==> src/rtl/sga_sensor_scheduler.sv <==
// Sequences the left/right ultrasonic interfaces and turns debounced proximity verdicts
// into the 2-bit snake direction. Optional turn lock: define SGA_TURN_LOCK_EN.
module sga_sensor_scheduler #(
    parameter int PERIOD  = 400000,
    parameter int TIMEOUT = 2000000,
    parameter int CONFIRM = 2
) (
    input  logic       clock,
    input  logic       restart,
    input  logic       enable,
    input  logic       clear_dir,
    input  logic       move_tick,
    input  logic       pronto_esq,
    input  logic       pronto_dir,
    input  logic       esq,
    input  logic       dir,
    output logic       medir,
    output logic       reset_interface,
    output logic [1:0] direction,
    output logic       turned,
    output logic [3:0] timeout_count,
    output logic [2:0] db_estado
);

    typedef enum logic [2:0] {
        ST_IDLE      = 3'd0,
        ST_MEDIR     = 3'd1,
        ST_ESPERA    = 3'd2,
        ST_AVALIA    = 3'd3,
        ST_INTERVALO = 3'd4,
        ST_FALHA     = 3'd5
    } state_t;

    typedef enum logic [1:0] {
        VERD_NONE  = 2'd0,
        VERD_LEFT  = 2'd1,
        VERD_RIGHT = 2'd2
    } verdict_t;

    localparam logic [25:0] PERIOD_LAST  = 26'(PERIOD - 1);
    localparam logic [25:0] TIMEOUT_LAST = 26'(TIMEOUT - 1);
    localparam logic [2:0]  CONFIRM_MIN  = 3'(CONFIRM);

    state_t      state_reg, state_next;
    logic [25:0] timer_reg, timer_next;
    logic        got_esq_reg, got_esq_next;
    logic        got_dir_reg, got_dir_next;
    logic [2:0]  confirm_reg, confirm_next, confirm_eval;
    verdict_t    prev_reg, prev_next, verdict;
    logic [1:0]  direction_reg, direction_next;
    logic [3:0]  timeouts_reg, timeouts_next;
    logic        medir_reg, medir_next;
    logic        reset_if_reg, reset_if_next;
    logic        turned_reg, turn;
    logic        armed;
    logic        both_seen;

    // Pulses arriving this cycle count together with the sticky flags.
    assign both_seen = (got_esq_reg | pronto_esq) & (got_dir_reg | pronto_dir);

    always_comb begin
        verdict = VERD_NONE;
        if (esq && !dir) begin
            verdict = VERD_LEFT;
        end else if (dir && !esq) begin
            verdict = VERD_RIGHT;
        end
        if (verdict == VERD_NONE || verdict != prev_reg) begin
            confirm_eval = (verdict != VERD_NONE) ? 3'd1 : 3'd0;
        end else begin
            confirm_eval = (confirm_reg == 3'd7) ? 3'd7 : confirm_reg + 3'd1;
        end
    end

    // State register
    always_ff @(posedge clock) begin
        if (restart) begin
            state_reg <= ST_IDLE;
        end else begin
            state_reg <= state_next;
        end
    end

    // Next-state logic
    always_comb begin
        state_next = state_reg;
        if (!enable) begin
            state_next = ST_IDLE;
        end else begin
            unique case (state_reg)
                ST_IDLE:      state_next = ST_MEDIR;
                ST_MEDIR:     state_next = ST_ESPERA;
                ST_ESPERA: begin
                    if (both_seen) begin
                        state_next = ST_AVALIA;
                    end else if (timer_reg == TIMEOUT_LAST) begin
                        state_next = ST_FALHA;
                    end
                end
                ST_AVALIA:    state_next = ST_INTERVALO;
                ST_INTERVALO: begin
                    if (timer_reg == PERIOD_LAST) begin
                        state_next = ST_MEDIR;
                    end
                end
                ST_FALHA:     state_next = ST_INTERVALO;
                default:      state_next = ST_IDLE;
            endcase
        end
    end

    // Output and datapath next-value logic
    always_comb begin
        timer_next     = 26'd0;
        got_esq_next   = got_esq_reg;
        got_dir_next   = got_dir_reg;
        confirm_next   = confirm_reg;
        prev_next      = prev_reg;
        direction_next = direction_reg;
        timeouts_next  = timeouts_reg;
        turn           = 1'b0;
        if (state_next == state_reg && state_reg != ST_IDLE) begin
            timer_next = timer_reg + 26'd1;
        end
        if (!enable) begin
            confirm_next = 3'd0;
            prev_next    = VERD_NONE;
        end else begin
            case (state_reg)
                ST_MEDIR: begin
                    got_esq_next = 1'b0;
                    got_dir_next = 1'b0;
                end
                ST_ESPERA: begin
                    got_esq_next = got_esq_reg | pronto_esq;
                    got_dir_next = got_dir_reg | pronto_dir;
                    if (state_next == ST_FALHA) begin
                        timeouts_next = (timeouts_reg == 4'd15) ? 4'd15 : timeouts_reg + 4'd1;
                        confirm_next  = 3'd0;
                        prev_next     = VERD_NONE;
                    end
                end
                ST_AVALIA: begin
                    prev_next    = verdict;
                    confirm_next = confirm_eval;
                    if (confirm_eval >= CONFIRM_MIN && armed) begin
                        turn           = 1'b1;
                        confirm_next   = 3'd0;
                        direction_next = (verdict == VERD_RIGHT) ? direction_reg + 2'd1
                                                                 : direction_reg - 2'd1;
                    end
                end
                default: ;
            endcase
        end
        // A new game overrides any turn decided in the same cycle.
        if (clear_dir) begin
            confirm_next   = 3'd0;
            direction_next = 2'd0;
            turn           = 1'b0;
        end
        medir_next    = (state_next == ST_MEDIR);
        reset_if_next = (state_next == ST_FALHA);
    end

    always_ff @(posedge clock) begin
        if (restart) begin
            timer_reg     <= 26'd0;
            got_esq_reg   <= 1'b0;
            got_dir_reg   <= 1'b0;
            confirm_reg   <= 3'd0;
            prev_reg      <= VERD_NONE;
            direction_reg <= 2'd0;
            timeouts_reg  <= 4'd0;
            medir_reg     <= 1'b0;
            reset_if_reg  <= 1'b0;
            turned_reg    <= 1'b0;
        end else begin
            timer_reg     <= timer_next;
            got_esq_reg   <= got_esq_next;
            got_dir_reg   <= got_dir_next;
            confirm_reg   <= confirm_next;
            prev_reg      <= prev_next;
            direction_reg <= direction_next;
            timeouts_reg  <= timeouts_next;
            medir_reg     <= medir_next;
            reset_if_reg  <= reset_if_next;
            turned_reg    <= turn;
        end
    end

`ifdef SGA_TURN_LOCK_EN
    logic armed_reg;

    always_ff @(posedge clock) begin
        if (restart) begin
            armed_reg <= 1'b1;
        end else if (move_tick) begin
            armed_reg <= 1'b1;
        end else if (turn) begin
            armed_reg <= 1'b0;
        end
    end

    assign armed = armed_reg;
`else
    logic unused_move_tick;

    assign armed            = 1'b1;
    assign unused_move_tick = move_tick;
`endif

    assign medir           = medir_reg;
    assign reset_interface = reset_if_reg;
    assign direction       = direction_reg;
    assign turned          = turned_reg;
    assign timeout_count   = timeouts_reg;
    assign db_estado       = state_reg;

endmodule

==> config.mk <==
export PLATFORM = sky130hd
export DESIGN_NAME = sga_sensor_scheduler
export DESIGN_NICKNAME = d
export VERILOG_FILES = /design/src/rtl/sga_sensor_scheduler.sv
export SDC_FILE = /design/constraint.sdc
export NUM_CORES = 1
export LEC_CHECK = 0
export BUFFER_PORTS_ARGS = -buffer_cell sky130_fd_sc_hd__buf_2
export CORE_MARGIN = 5
export CORE_UTILIZATION = 45
export CTS_CLUSTER_DIAMETER = 60
export DETAILED_ROUTE_END_ITERATION = 12
export PLACE_DENSITY = 0.75
export SLEW_MARGIN = 25
export SYNTH_ARGS = -nofsm -noshare
export SYNTH_HDL_FRONTEND = slang
export SYNTH_SLANG_ARGS = --single-unit
==> constraint.sdc <==
create_clock -name clock -period 2.14 [get_ports clock]
set_clock_uncertainty 0.2 [all_clocks]
set_input_delay 0.214 -clock clock [delete_from_list [all_inputs] [get_ports clock]]
set_output_delay 0.214 -clock clock [all_outputs]
set_load 0.1 [all_outputs]
# Yosys cells after proc, flatten, opt, wreduce, memory -nomap -nowiden
# Cells that the tools add are included.
dict set report word_totals {
  regBits 45
  input_bits 9
  output_inout_bits 12
  word_cells 80
}
dict set report op_classes {
  addsub 5
  n_lt_le_gt_ge 1
  n_eq_ne 15
  muxes 20
  n_bitwise 6
  reduce_logical 22
}
# operator count
set op_table {}
lappend op_table {{26-bit by 1-bit adder with 26-bit output (second input constant)} 1}
lappend op_table {{26-bit by 19-bit equality test with 1-bit output (second input constant)} 1}
lappend op_table {{26-bit by 21-bit equality test with 1-bit output (second input constant)} 1}
lappend op_table {{3-bit 2-to-1 mux} 8}
lappend op_table {{3-bit one-hot mux with 5 select lines} 1}
lappend op_table {{3-bit equality test (second input constant)} 4}
lappend op_table {{2-bit 2-to-1 mux} 4}
lappend op_table {{2-bit OR reduction} 4}
lappend op_table {{3-bit by 1-bit equality test with 1-bit output (second input constant)} 2}
lappend op_table {{3-bit by 2-bit equality test with 1-bit output (second input constant)} 2}
lappend op_table {{3-bit one-hot mux with 2 select lines} 1}
lappend op_table {{3-bit AND reduction} 2}
lappend op_table {{2-bit nonzero test} 3}
lappend op_table {{4-bit by 1-bit adder with 4-bit output (second input constant)} 1}
lappend op_table {{4-bit equality test (second input constant)} 1}
lappend op_table {{4-bit 2-to-1 mux} 1}
lappend op_table {{1-bit one-hot mux with 2 select lines} 2}
lappend op_table {{2-bit one-hot mux with 2 select lines} 1}
lappend op_table {{2-bit AND reduction} 2}
lappend op_table {{4-bit OR reduction} 1}
lappend op_table {{3-bit by 1-bit adder with 3-bit output (second input constant)} 1}
lappend op_table {{3-bit equality test} 1}
lappend op_table {{3-bit by 2-bit greater-or-equal comparator with 1-bit output (second input constant)} 1}
lappend op_table {{1-bit logical AND} 3}
lappend op_table {{15 further kinds} 20}

# Depth between registers and ports, before layout
# Gate-level depths: netlist (run 1).
dict set report logic_depth {
  depth_word 10
  depth_mapped 9
  ltp_nobuf 8
}

# Worst setup path after synthesis (run 1)
# Ideal clock, no wire load.
dict set report synth_timing {
  path_type {register to register}
  from {register state_reg[1] (netlist: db_estado[1])}
  to {register timer_reg[10]}
  setup_time_ps 64
  t_arrival_ps 2493
  required_time_ps 1876
  path_slack_ps -617
  path_stages_with_launch 8
  n_path_buf 2
  period_less_slack_ps 2757
  cell_sequence {dfxtp_1 -> inv_1 -> a41oi_1 -> a21oi_2 -> or4_1 -> buf_4 -> buf_6 -> nor2_1}
}
dict set report synth_between {
  elab_chain_cells 8
  elab_cells_between_ends 17
  classes_between {eq/ne (6); mux (5); bitwise (1); reduce/logical (5)}
}
# element line_no
set synth_lines {}
lappend synth_lines {{start, declared} 44} ;# state_t state_reg, state_next;
lappend synth_lines {{start signal, assigned} 80} ;# state_reg <= state_next;
lappend synth_lines {{3-bit by 2-bit equality test with 1-bit output, or another cell as far along} 90} ;# unique case (state_reg)
lappend synth_lines {{2-bit OR reduction (no source line) or 3-bit 2-to-1 mux (tied branches)} -}
lappend synth_lines {{3-bit one-hot mux with 5 select lines} 90}
lappend synth_lines {{3-bit 2-to-1 mux} 87} ;# if (!enable) begin
lappend synth_lines {{3-bit equality test} 122} ;# if (state_next == state_reg && state_reg != ST_IDLE) begin
lappend synth_lines {{1-bit logical AND *} 122}
lappend synth_lines {{1-bit NOT (no source line) *} -}
lappend synth_lines {{2-bit OR reduction (no source line) *} -}
lappend synth_lines {{end signal, assigned} 179} ;# timer_reg <= timer_next;
lappend synth_lines {{end, declared} 45} ;# logic [25:0] timer_reg, timer_next;
# Mark *: on every way between the ends. The rest lies on a longest branch, timed or not.
# A chain may end at the register's enable or synchronous reset.

# Final worst setup path (run 1)
dict set report layout_timing {
  from {register timer_reg[17]}
  to {register timer_reg[7]}
}
dict set report layout_between {
  elab_chain_cells 9
  elab_cells_between_ends 11
  classes_between {eq/ne (3); mux (5); bitwise (1); reduce/logical (2)}
}
# element line_no
set layout_lines {}
lappend layout_lines {{26-bit by 21-bit equality test with 1-bit output} 96} ;# end else if (timer_reg == TIMEOUT_LAST) begin
lappend layout_lines {{3-bit 2-to-1 mux} 96}
lappend layout_lines {{3-bit 2-to-1 mux} 94} ;# if (both_seen) begin
lappend layout_lines {{3-bit one-hot mux with 5 select lines *} 90}
lappend layout_lines {{3-bit 2-to-1 mux *} 87}
lappend layout_lines {{3-bit equality test *} 122}
lappend layout_lines {{1-bit logical AND *} 122}
lappend layout_lines {{1-bit NOT (no source line) *} -}
lappend layout_lines {{2-bit OR reduction (no source line) *} -}
# Marked as above.

==> results.txt, run 1 <==
----------------------------------------------------
[Layout]
  Final non-filler cell total ... 373
  N_diodes ... 0
  Highest-count cells in the layout ignoring fill and taps ... sky130_fd_sc_hd__buf_4, sky130_fd_sc_hd__dfxtp_1, sky130_fd_sc_hd__nor2_1, sky130_fd_sc_hd__buf_2, sky130_fd_sc_hd__nor2_4
  Number of flip-flops under the largest register name ... 26
  Final core utilization ... 66.6%
  Fill count ... 332
  Final layout net count ... 332
  Most common library cell in the layout ignoring fill and taps ... sky130_fd_sc_hd__buf_4
  Fraction of final layout cells with drive strength greater than 1 ... 41.4%
  Area Growth Syn to Fin ... 43.7%

[Power and ir drop]
  Cell leakage power ... 1.23 nW
  Combinational power share ... 8.4%
  Clock share of power ... 34.4%
  Power density normalized to cell area ... 473 nW/um^2
  Power, Total ... 1.48 mW
  VDD IR max ... 0.270 mV
  Cell internal power dissipation ... 1.10 mW
  Net switching share of the total power ... 25.3%
  Sequential fraction of design power ... 57.2%
  Net load switching power ... 0.373 mW

[STA]
  Minimum clock period after layout ... 2370 ps
  Period utilization ... 111%
  Setup TNS ... -7040 ps
  Actual transition at the worst max-transition pin ... 492 ps
  # setup viols final ... 39
  Count of endpoints failing hold in the final timing report ... 0
  Worst Setup Slack, final ... -230 ps
  Unrepaired setup endpoints after global routing ... yes
  Peak clock frequency supported by timing ... 422 MHz
  Slew headroom ... 67.5%
  Final count of pins violating max slew ... 0

[Route]
  TritonRoute pass-1 iters ... 4
  Met1 layer wirelength in the final routing ... 2680 microns
  Top Layer Used ... met4
  Final WL ... 6350 microns
  Met3 wire len ... 401 microns
  Total met2 wirelength after detailed routing ... 3170 microns
  Total via count in the routed design ... 2092
  Drt initial violations ... 131
  Post-route DRC ... 0
  Routed wire length per instance ... 17.0 microns
  Antenna Nets Post-Route ... 0
  Vias per cell ... 5.61

[Logic synthesis]
  Synth Register Bits ... 45
  Area share of the largest cell type after synthesis ... 41.5%
  Portion of the post-synthesis area used by sequential elements ... 41.5%
  Biggest area consumer among synthesized cells ... sky130_fd_sc_hd__dfxtp_1
  Ranking of synthesized cells by area ... sky130_fd_sc_hd__dfxtp_1, sky130_fd_sc_hd__nor2_1, sky130_fd_sc_hd__xnor2_1
  Number of distinct standard cells referenced by the synthesized netlist ... 46
  Post-synth net total ... 256
  Synthesis warning total ... 0
  Cell area after synthesis ... 2170 sq um
  Post-Synthesis Mean Instance Area ... 8.98 sq um
  Synth Instances ... 242

[CTS]
  Maximum buffer depth of the clock tree ... 2
  Quantity of hold-fixing buffers added after cts ... 0
  Total clock sinks ... 45
  TritonCTS clock tree ... done
  Worst-Skew Late Latency ... 300 ps
  Clk Tree Root Cell ... sky130_fd_sc_hd__clkbuf_8
  Number of CTS-inserted buffers ... 5
  H-tree lvl count ... 2
  Worst-path clk slew ... 80 ps

[Global routing]
  Antenna violations before repair ... 0
  Pin count of the biggest net entering global routing ... 16
  Global-route wire length before repair ... 9010 microns
  GR Overflow Total ... 0
  Overall routing resource usage ... 17.8%
  Number of global-route vias before repair ... 1945

[Floorplanning]
  Floorplan die area ... 6320 sq um
  Placement Rows ... 25
  Number of top-level pins ... 21
  Core area ... 4690 sq um
  Die height ... 79.5 microns
  Initial core utilization ... 46.3%
  Die span in x ... 79.5 microns

[Setup path]
  Data required, critical path ... 2170 ps
  End of the critical path ... timer_reg[7]$_SDFF_PP0_
  R2r setup slk ... -230 ps
  Worst r2r dst ... timer_reg[7]$_SDFF_PP0_
  Crit start category ... flip-flop
  Launch instance of the worst register-to-register path ... timer_reg[17]$_SDFF_PP0_
  Arrival time of the worst setup path ... 2400 ps
  Capturing element type of the critical path ... flip-flop
  Reg2reg path depth ... 8
  Worst Setup SP ... timer_reg[17]$_SDFF_PP0_
  Category of the most critical setup path ... flip-flop to flip-flop
  CP Max Fanout ... 7

[Placed design]
  Setup slack after placement ... -220 ps
  Weighted congestion at the end of routability-driven global placement ... 0.834
  Count of buffers inserted at the top-level ports ... 19
  Cell Count Post-Placement ... 358
  HPWL after DPL ... 3500 microns

[Status]
  Failing checks ... negative setup slack
  Outcome ... finished, violations left

[Hold path]
  Class of the most critical hold timing path ... input port to flip-flop

[Job]
  Count of maximum capacitance violations ... 0

----------------------------------------------------
==> power groups by stage <==
| stage | Sequential, mW | Clock [mW] | Combinational, mW |
|---|---|---|---|
| 3_5_place_dp | 0.864 | 0 | 0.106 |
| 6_report | 0.844 | 0.508 | 0.125 |
| 2_1_floorplan | 0.887 | 0 | 0.0417 |
| 4_1_cts | 0.844 | 0.510 | 0.112 |
| 3_3_place_gp | 0.864 | 0 | 0.103 |
| 5_1_grt | 0.845 | 0.543 | 0.132 |
==> worst min-delay path by stage <==
stage,startpoint,to,slack (ps),cells past startpoint
after CTS,clear_dir,direction[1]$_SDFFE_PP0P_,10,2
after detailed placement,confirm_reg[2]$_SDFFE_PP0P_,confirm_reg[2]$_SDFFE_PP0P_,290,1
final,clear_dir,direction[1]$_SDFFE_PP0P_,20,2
after global placement,confirm_reg[2]$_SDFFE_PP0P_,confirm_reg[2]$_SDFFE_PP0P_,290,1
after floorplan,clear_dir,confirm_reg[1]$_SDFFE_PP0P_,90,1
after global routing,clear_dir,direction[1]$_SDFFE_PP0P_,40,2
==> metrics by stage <==
step,instance area [sq um],hold WS [ps]
floorplan,2180,85.4
detailed placement,2670,285
CTS,2880,13.2
global placement,2670,286
finish,3120,20.9
global route,3120,36.2
==> synth_stat cells, drive strengths merged <==
| master | number |
|---|---|
| nor2 | 46 |
| dfxtp | 45 |
| xnor2 | 16 |
| nand2 | 14 |
| xor2 | 13 |
| nor3 | 12 |
| inv | 11 |
| nand3 | 9 |
| and3 | 6 |
| nand4 | 6 |
| or3 | 6 |
| a21oi | 5 |
| ha | 5 |
| buf | 4 |
| nor4b | 4 |
| a311oi | 3 |
| a41oi | 3 |
| and2 | 3 |
| nand2b | 3 |
| nor2b | 3 |
| a21o | 2 |
| a2bb2oi | 2 |
| a32o | 2 |
| and4 | 2 |
| nor4 | 2 |
| o21a | 2 |
| or4 | 2 |
| a2111oi | 1 |
| a211oi | 1 |
| a31oi | 1 |
| a41o | 1 |
| clkbuf | 1 |
| nand4b | 1 |
| nor3b | 1 |
| o21ai | 1 |
| o22ai | 1 |
| o41ai | 1 |
| or2 | 1 |
==> worst max-delay path: stages (launching register included) <==
cell	delay [ps]
sky130_fd_sc_hd__dfxtp_2	340
sky130_fd_sc_hd__nor4b_1	140
sky130_fd_sc_hd__buf_4	150
sky130_fd_sc_hd__nor2b_1	140
sky130_fd_sc_hd__a311oi_2	390
sky130_fd_sc_hd__a21oi_1	70
sky130_fd_sc_hd__or4_4	540
sky130_fd_sc_hd__buf_12	200
sky130_fd_sc_hd__nor2_1	120
==> cell type report <==
type | instances | area (sq um) | share of cell area, %
Clock inverter | 3 | 12.5 | 0.401
Clock buffer | 5 | 68.8 | 2.20
Tap cell | 54 | 67.6 | 2.16
Sequential cell | 45 | 915 | 29.3
Inverter | 11 | 41.3 | 1.32
Multi-Input combinational cell | 181 | 1430 | 45.9
Timing Repair Buffer | 74 | 586 | 18.7
==> per-layer routing <==
metal / up-vias / global-route usage, %
li1: 998 / -
met1: 1002 / 23.2
met2: 75 / 29.1
met3: 17 / 3.95
met4: 0 / 5.67
met5: - / 0
==> kinds of logic (layout without fill, tap and decap cells) <==
family          count (synthesis)  count (layout)  synth area share [%]
flops                          45              45                  41.5
simple gates                  121             121                  29.2
fa+ha+maj                       5               5                  2.88
xor+xnor                       29              29                  11.7
buf+inv                        16              93                  3.97
compound gates                 26              26                  10.8
==> what timing repair did <==
item                                    4_1_cts  5_1_grt
setup buffers                                 2        2
resized for setup                            15       51
gates cloned                                  2        1
endpoints found under the setup margin       38       39
pin swaps                                     1       31
Note: power is estimated with default switching activity, not from simulation.
==> run 2, diff against run 1 <==
--- a/config.mk
+++ b/config.mk
@@ -11,6 +11,7 @@
 export CTS_CLUSTER_DIAMETER = 60
 export DETAILED_ROUTE_END_ITERATION = 12
 export PLACE_DENSITY = 0.75
+export SKIP_LAST_GASP = 1
 export SLEW_MARGIN = 25
 export SYNTH_ARGS = -nofsm -noshare
 export SYNTH_HDL_FRONTEND = slang
==> results.txt, run 2 (synthesis gave the netlist of run 1 again) <==
----------------------------------------------------
[STA]
  Peak clock frequency supported by timing ... 422 MHz (about the same)
  Period utilization ... 111% (about the same)
  Minimum clock period after layout ... 2370 ps (+0.832 ps)
  Count of endpoints failing hold in the final timing report ... 0 (unchanged)
  Unrepaired setup endpoints after global routing ... yes
  Worst hold slack across all endpoints ... 20.8 ps (-0.128 ps)
  Actual transition at the worst max-transition pin ... 492 ps (-0.0954 ps)
  Worst Setup Slack, final ... -231 ps (-0.832 ps)
  Final count of pins violating max slew ... 0 (unchanged)
  # setup viols final ... 39 (unchanged)
  Slew headroom ... 67.5% (about the same)

[Power and ir drop]
  Power density normalized to cell area ... 473 nW/um^2 (about the same)
  VDD IR max ... 0.270 mV (about the same)
  Cell internal power dissipation ... 1.10 mW (about the same)
  Power, Total ... 1.48 mW (about the same)
  Cell leakage power ... 1.23 nW (unchanged)
  Clock share of power ... 34.4% (about the same)
  Combinational power share ... 8.4% (about the same)
  Sequential fraction of design power ... 57.2% (about the same)
  Net switching share of the total power ... 25.2% (-0.038 points)
  Net load switching power ... 0.373 mW (-0.20%)

[Layout]
  Fraction of final layout cells with drive strength greater than 1 ... 41.4% (unchanged)
  Fill count ... 332 (unchanged)
  Area Growth Syn to Fin ... 43.7% (unchanged)
  N_diodes ... 0 (unchanged)
  Highest-count cells in the layout ignoring fill and taps ... sky130_fd_sc_hd__buf_4, sky130_fd_sc_hd__dfxtp_1, sky130_fd_sc_hd__nor2_1, sky130_fd_sc_hd__buf_2, sky130_fd_sc_hd__nor2_4
  Most common library cell in the layout ignoring fill and taps ... sky130_fd_sc_hd__buf_4
  Final layout net count ... 332 (unchanged)
  Number of flip-flops under the largest register name ... 26 (unchanged)
  Final Instance Area ... 3120 sq um (unchanged)

[CTS]
  Quantity of hold-fixing buffers added after cts ... 0 (unchanged)
  Clk Tree Root Cell ... sky130_fd_sc_hd__clkbuf_8
  TritonCTS clock tree ... done
  Worst-Skew Late Latency ... 300 ps (about the same)
  Maximum buffer depth of the clock tree ... 2 (unchanged)
  Worst-path clk slew ... 80 ps (about the same)
  H-tree lvl count ... 2 (unchanged)
  Number of CTS-inserted buffers ... 5 (unchanged)
  Total clock sinks ... 45 (unchanged)

[Setup path]
  Capturing element type of the critical path ... flip-flop
  R2r setup slk ... -230 ps (about the same)
  Category of the most critical setup path ... flip-flop to flip-flop
  Data required, critical path ... 2160 ps (about the same)
  Worst r2r dst ... timer_reg[7]$_SDFF_PP0_
  Launch instance of the worst register-to-register path ... timer_reg[17]$_SDFF_PP0_
  Max stage delay on crit path ... 540 ps (about the same)
  Crit path max-delay cell type ... sky130_fd_sc_hd__or4_4
  CP Max Fanout ... 7 (unchanged)
  Arrival time of the worst setup path ... 2400 ps (about the same)
  End of the critical path ... timer_reg[7]$_SDFF_PP0_
  Reg2reg path depth ... 8 (unchanged)
  Critical Path, Cell by Cell ... nor4b_1, buf_4, nor2b_1, a311oi_2, a21oi_1, or4_4, buf_12, nor2_1
  Worst Setup SP ... timer_reg[17]$_SDFF_PP0_
  Crit start category ... flip-flop

[Global routing]
  Antenna violations before repair ... 0 (unchanged)
  Grt peak-use layer ... met2
  Overall routing resource usage ... 17.8% (unchanged)
  GR Overflow Total ... 0 (unchanged)
  Number of global-route vias before repair ... 1946 (+0.051%)
  Pin count of the biggest net entering global routing ... 16 (unchanged)
  Met1 usage ... 23.2% (unchanged)
  Global-route wire length before repair ... 9010 microns (unchanged)
  Routing usage on met2 ... 29.1% (unchanged)
  Global-route track usage on met3 ... 3.95% (unchanged)

[Route]
  Antenna Nets Post-Route ... 0 (unchanged)
  TritonRoute pass-1 iters ... 4 (unchanged)
  Final WL ... 6350 microns (about the same)
  Post-route DRC ... 0 (unchanged)
  Routed wire length per instance ... 17.0 microns (about the same)
  Drt initial violations ... 133 (+1.5%)
  Total via count in the routed design ... 2091 (-0.048%)
  Vias per cell ... 5.61 (about the same)

[Floorplanning]
  Die height ... 79.5 microns (unchanged)
  Placement Rows ... 25 (unchanged)
  Number of top-level pins ... 21 (unchanged)
  Die span in x ... 79.5 microns (unchanged)
  Floorplan die area ... 6320 sq um (unchanged)
  Core area ... 4690 sq um (unchanged)
  Initial core utilization ... 46.3% (unchanged)

[Placed design]
  Post-Place Cell Area ... 2670 sq um (unchanged)
  HPWL after DPL ... 3500 microns (unchanged)
  Weighted congestion at the end of routability-driven global placement ... 0.834 (unchanged)
  Count of buffers inserted at the top-level ports ... 19 (unchanged)

[Status]
  Failing checks ... negative setup slack
  Outcome ... finished, violations left

[Hold path]
  Class of the most critical hold timing path ... input port to flip-flop

[Job]
  Count of maximum capacitance violations ... 0 (unchanged)

----------------------------------------------------
run 2: cell counts in the layout (fill, tap and decap cells not counted):
Identical to the previous run, type by type.
run 2: worst max-delay path: cells and delay by family, from the launching register on:
| kind | cells | cell delay (ps) |
|---|---|---|
| simple gates | 4 | 940 |
| flops | 1 | 340 |
| compound gates | 2 | 450 |
| buf+inv | 2 | 350 |
run 2: power groups by stage:
stage	Sequential, mW	Clock [mW]	Combinational [mW]
after detailed placement	0.864	0	0.106
after CTS	0.844	0.510	0.112
after global placement	0.864	0	0.103
after floorplan	0.887	0	0.0417
after global routing	0.845	0.543	0.132
final	0.844	0.507	0.124
run 2: layout make-up:
class / count / area (sq um) / share of cell area (%)
tap: 54 / 67.6 / 2.16
inverter: 11 / 41.3 / 1.32
timing repair buffer: 74 / 586 / 18.7
multi-input combinational: 181 / 1430 / 45.9
sequential: 45 / 915 / 29.3
clock buffer: 5 / 68.8 / 2.20
clock inverter: 3 / 12.5 / 0.401
run 2: through the flow:
step | std cells | TNS [ps] | worst slack (ps) | util [%]
after floorplan | 242 | -3570 | -142 | -
after global routing | 373 | -9350 | -284 | 66.6
final | 373 | -7060 | -231 | 66.6
after CTS | 370 | -4380 | -165 | 61.5
after detailed placement | 358 | -7030 | -220 | 57.0
after global placement | 358 | -4730 | -159 | 57.0
run 2: repair_timing:
item                       CTS  global route
gates cloned                 2             1
gates resized for setup     15            51
hold endpoints to repair     0             0
setup endpoints to repair   38            39
pin swaps                    1            31
setup buffers                2             2
run 2: worst min path at each step:
| stage | from | to | slack (ps) | cells after the start |
|---|---|---|---|---|
| after floorplan | clear_dir | confirm_reg[1]$_SDFFE_PP0P_ | 90 | 1 |
| after global routing | clear_dir | direction[1]$_SDFFE_PP0P_ | 40 | 2 |
| after global placement | confirm_reg[2]$_SDFFE_PP0P_ | confirm_reg[2]$_SDFFE_PP0P_ | 290 | 1 |
| final | clear_dir | direction[1]$_SDFFE_PP0P_ | 20 | 2 |
| after CTS | clear_dir | direction[1]$_SDFFE_PP0P_ | 10 | 2 |
| after detailed placement | confirm_reg[2]$_SDFFE_PP0P_ | confirm_reg[2]$_SDFFE_PP0P_ | 290 | 1 |
run 2: per-layer routing:
layer / wire [microns] / up-vias
met4: 109 / 0
met1: 2690 / 1007
met2: 3160 / 67
met5: 0 / -
met3: 391 / 19
li1: - / 998
